$ cat config.mk
export PLATFORM = sky130hd
export DESIGN_NAME = counters_controller
export DESIGN_NICKNAME = d
export VERILOG_FILES = /design/src/rtl/counters_pkg.sv /design/src/rtl/bcd_digit.sv /design/src/rtl/counters_controller.sv
export SDC_FILE = /design/constraint.sdc
export NUM_CORES = 1
export LEC_CHECK = 0
export CAP_MARGIN = 20
export CORE_MARGIN = 5
export CORE_UTILIZATION = 53
export CTS_CLUSTER_DIAMETER = 60
export DETAILED_ROUTE_END_ITERATION = 10
export PLACE_DENSITY_LB_ADDON = 0.2
export SLEW_MARGIN = 20
export SYNTH_ARGS = -nofsm -noshare
export SYNTH_HDL_FRONTEND = slang
export SYNTH_HIERARCHICAL = 1
export SYNTH_SLANG_ARGS = --single-unit
$ cat constraint.sdc
create_clock -name clk -period 2.2 [get_ports clk]
set_clock_uncertainty 0.15 [all_clocks]
set_input_delay 0.44 -clock clk [delete_from_list [all_inputs] [get_ports clk]]
set_output_delay 0.44 -clock clk [all_outputs]
set_load 0.02 [all_outputs]
$ cat src/rtl/counters_pkg.sv
// rtl/counters_pkg.sv - shared types and constants for the four-digit BCD counter
package counters_pkg;

  typedef logic [3:0] bcd_t;

  localparam int          DIGITS   = 4;
  localparam logic [15:0] MAX_BCD  = 16'h9675;
  localparam bcd_t        BCD_NINE = 4'd9;

endpackage

$ cat src/rtl/bcd_digit.sv
// rtl/bcd_digit.sv - one decade counter stage; clr beats inc, inc at nine wraps to zero
module bcd_digit
  import counters_pkg::*;
(
  input  logic clk,
  input  logic rst,
  input  logic inc,
  input  logic clr,
  output bcd_t q,
  output logic nine
);

  bcd_t q_q;
  bcd_t q_d;

  always_comb begin
    q_d = q_q;
    if (clr) begin
      q_d = '0;
    end else if (inc) begin
      // A stray non-BCD value also falls back to zero here rather than counting on.
      q_d = (q_q >= BCD_NINE) ? '0 : q_q + 4'd1;
    end
  end

  always_ff @(posedge clk or negedge rst) begin
    if (!rst) begin
      q_q <= '0;
    end else begin
      q_q <= q_d;
    end
  end

  assign q    = q_q;
  assign nine = (q_q == BCD_NINE);

endmodule

$ cat src/rtl/counters_controller.sv
// rtl/counters_controller.sv - four cascaded decade digits counting 0000..9675 with per-digit clear flags
module counters_controller
  import counters_pkg::*;
(
  input  logic              clk,
  input  logic              rst,
  input  logic              ena,
  output logic [15:0]       Qdata,
  output logic [DIGITS-1:0] blink
);

  bcd_t              digit_q [DIGITS];
  logic [DIGITS-1:0] nine;
  logic [DIGITS-1:0] inc;
  logic [DIGITS-1:0] clr;
  logic              at_max;

  assign at_max = (Qdata == MAX_BCD);

  for (genvar i = 0; i < DIGITS; i++) begin : g_digit
    localparam logic [DIGITS-1:0] LOWER_M = DIGITS'((1 << i) - 1);
    localparam logic [DIGITS-1:0] UPTO_M  = DIGITS'((1 << (i + 1)) - 1);

    // Carry is a pure AND of the lower nine flags so the whole ripple settles in one cycle.
    assign inc[i]   = ena & ((nine & LOWER_M) == LOWER_M);
    assign clr[i]   = ena & (at_max | (digit_q[i] > BCD_NINE));
    assign blink[i] = ena & rst & (((nine & UPTO_M) == UPTO_M) | at_max);
    assign Qdata[4*i +: 4] = digit_q[i];

    bcd_digit u_digit (
      .clk  (clk),
      .rst  (rst),
      .inc  (inc[i]),
      .clr  (clr[i]),
      .q    (digit_q[i]),
      .nine (nine[i])
    );
  end

endmodule

==> impl_metrics.py <==
metrics = {
    "run_status": {
        "status": "finished, violations left",
        "violations": "negative setup slack",
    },
    "critical_path": {
        "crit_arrival_ns": 1.66,
        "crit_chain": "inv_2 -> ha_2 -> nand2_2 -> nor2_4 -> nand2_1 -> a21oi_2 -> buf_4",
        "end_kind": "output pin",
        "reg2reg_slack_ns": 0.09,
        "cp_slowest_stage_delay_ns": 0.40,
        "crit_family": "flip-flops",
        "startpoint_type": "flop",
        "worstPathMaxFanout": 3,
        "critPathSlowestCell": "dfrtp_1",
        "critical_path_class": "flop to output pin",
        "path_buf_inv": 2,
        "worstPathRequired_ns": 1.61,
    },
    "layout": {
        "n_antenna_cell": 0,
        "syn_to_final_growth_pct": 46.37,
        "drive_gt1_share_pct": 41.98,
        "largest_reg_flops": 16,
        "nFillCells": 146,
        "layout_commonest_cell": "buf_4",
        "nets": 229,
        "most-common-layout-cells": "42 x buf_4, 18 x clkdlybuf4s50_1, 15 x dfrtp_1",
    },
    "power_and_ir_drop": {
        "irDropWorstVdd_mv": 0.9827,
        "leakagePower_nw": 0.9072,
        "totalPowerFinal_mw": 2.066,
        "power_density_nw_per_um2": 1038,
    },
    "sta": {
        "setup-violations-final": 4,
        "clock.fmax_ghz": 0.4442,
        "finalSetupTns_ns": -0.08249,
        "max_slew_margin_pct": 75.23,
        "finalHoldViolCount": 0,
        "slew_violations": 0,
        "rsz0062_at_grt": "true",
        "layout_setup_ws_ns": -0.05141,
        "fin_crit_ns": 2.251,
        "period_share_pct": 102.3,
        "worst_pin_slew_ns": 0.3715,
    },
    "placement": {
        "dpl.hpwl_mm": 2.715,
        "io_buffers": 22,
        "place_congestion": 0.8488,
    },
    "yosys": {
        "ys_types": 27,
        "synth_top_area_cell": "dfrtp_1",
        "ys_warn_count": 6,
        "async_reset_ff_share_pct": 100.0,
        "synthesis.area_per_instance_um2": 9.067,
        "synth_area_um2": 1360,
        "yosysSeqAreaShare_pct": 29.44,
        "synthTopCellsByArea": "dfrtp_1 29%, ha_1 11%, o41ai_2 4.8%",
        "synth-main-ff-cell": "dfrtp_1",
        "synthDominantCellAreaShare_pct": 29.44,
        "postSynthCellCount": 150,
        "synth_fp_nets": 165,
        "synth-edff-count": 0,
        "ys_ff_latch": 16,
    },
    "clock_tree": {
        "cts-root-buf": "clkbuf_4",
        "cts.sinks": 16,
        "cts_max_path_buffers": 2,
        "clk_pin_slew_ns": 0.10,
        "cts_tree": "done",
        "postCtsHoldBufs": 0,
        "cts_buffers": 3,
        "clock_latency_ns": 0.29,
        "h-tree-depth": 1,
    },
    "routing": {
        "drcViolationCount": 0,
        "drtAntennaViolNets": 0,
        "vias_per_cell": 5.682,
        "first_pass_iters": 4,
        "routed_wl_mm": 3.835,
        "drtIter0Drc": 61,
        "wl_per_cell_um": 15.85,
        "num_vias": 1375,
    },
    "grt": {
        "grt_antenna_before_repair": 0,
        "overflow": 0,
        "grt_pass1_vias": 1436,
        "grt_max_degree": 17,
        "grtUsageTotal_pct": 22.97,
        "grt_pass1_wl_mm": 6.368,
    },
    "die": {
        "initial_utilization_pct": 55.40,
        "rows": 18,
        "die_y_um": 60.66,
        "die-area_um2": 3679,
        "dieWidth_um": 60.66,
        "io_pins": 23,
        "core_area_um2": 2455,
    },
    "flow_run": {
        "max_cap_violations": 0,
    },
    "worst_hold_path": {
        "hold_class": "input pin to async pin",
    },
}
-- worst paths after layout --
path,to,depth (start not counted),startpoint
worst max-delay path,blink[1],7,g_digit[1].u_digit/q[1]$_DFFE_PN0P_
worst min-delay path,g_digit[0].u_digit/q[2]$_DFFE_PN0P_,2,rst
worst max register to register,g_digit[3].u_digit/q[2]$_DFFE_PN0P_,10,g_digit[1].u_digit/q[1]$_DFFE_PN0P_
worst min register to register,g_digit[1].u_digit/q[1]$_DFFE_PN0P_,3,g_digit[1].u_digit/q[1]$_DFFE_PN0P_
max in group asynchronous,g_digit[2].u_digit/q[0]$_DFFE_PN0P_,2,rst
min in group clk,g_digit[1].u_digit/q[1]$_DFFE_PN0P_,3,g_digit[1].u_digit/q[1]$_DFFE_PN0P_
-- area by class of cell --
cell class	count	area (um^2)	share of cell area [%]
Multi-Input combinational cell	116	947.2	47.58
Timing Repair Buffer	63	529.3	26.59
Sequential cell	16	401.6	20.18
Inverter	14	52.55	2.640
Tap cell	30	37.54	1.886
Clock buffer	3	22.52	1.131
-- per-layer routing --
layer  routed length (um)  vias to the layer above  track usage [%]
met4                   72                        0            8.359
met1                 1695                      671            27.93
met5                    0                        -                0
met2                 1934                       32            40.92
li1                     -                      666                -
met3                  133                        6            3.404
-- logic make-up (layout without fill, tap and decap cells) --
logic type | count (synthesis) | after routing | synth area share, %
AO/OA/AOI/OAI | 44 | 44 | 25.67
adder cells (fa/ha/maj) | 12 | 12 | 11.04
buffers and inverters | 18 | 80 | 6.072
flip-flops | 16 | 16 | 29.44
AND/OR/NAND/NOR | 60 | 60 | 27.78
-- repair_timing --
item | CTS | global route
buffers inserted | 1 | 2
pin swaps | 4 | 7
resized for setup | 20 | 25
setup endpoints to repair | 4 | 8
hold endpoints to repair | 0 | 0
-- through the flow --
step           util (%)  worst slack [ns]  instance area [um^2]  hold slack, ns  std cells
2_1_floorplan         -           0.09616                  1360       -0.005591        150
6_report          81.09          -0.05141                  1991          0.3836        242
5_1_grt           81.09           -0.1420                  1991          0.3853        242
3_5_place_dp      76.30           -0.2459                  1873          0.5232        236
3_3_place_gp      76.30           -0.2339                  1873          0.4971        236
4_1_cts           77.12         -0.001649                  1893          0.3885        240
-- report_power, final --
group	total (mW)	internal [mW]	switching, mW
clock network	0.160	0.0636	0.0962
logic	1.43	0.688	0.742
registers	0.476	0.379	0.0969
total	2.07	1.13	0.935
-- cell usage after synthesis, drive strengths merged, types with 4 or more instances --
library cell,count
a211oi,4
a21boi,4
a21oi,16
a31oi,4
and2b,4
and3,4
buf,4
dfrtp,16
ha,12
inv,14
nand2,10
nand2b,8
nand3b,4
nor2,19
nor3b,4
o21ai,4
o22ai,4
o32ai,4
o41ai,4
(Power assumes the default switching activity.)
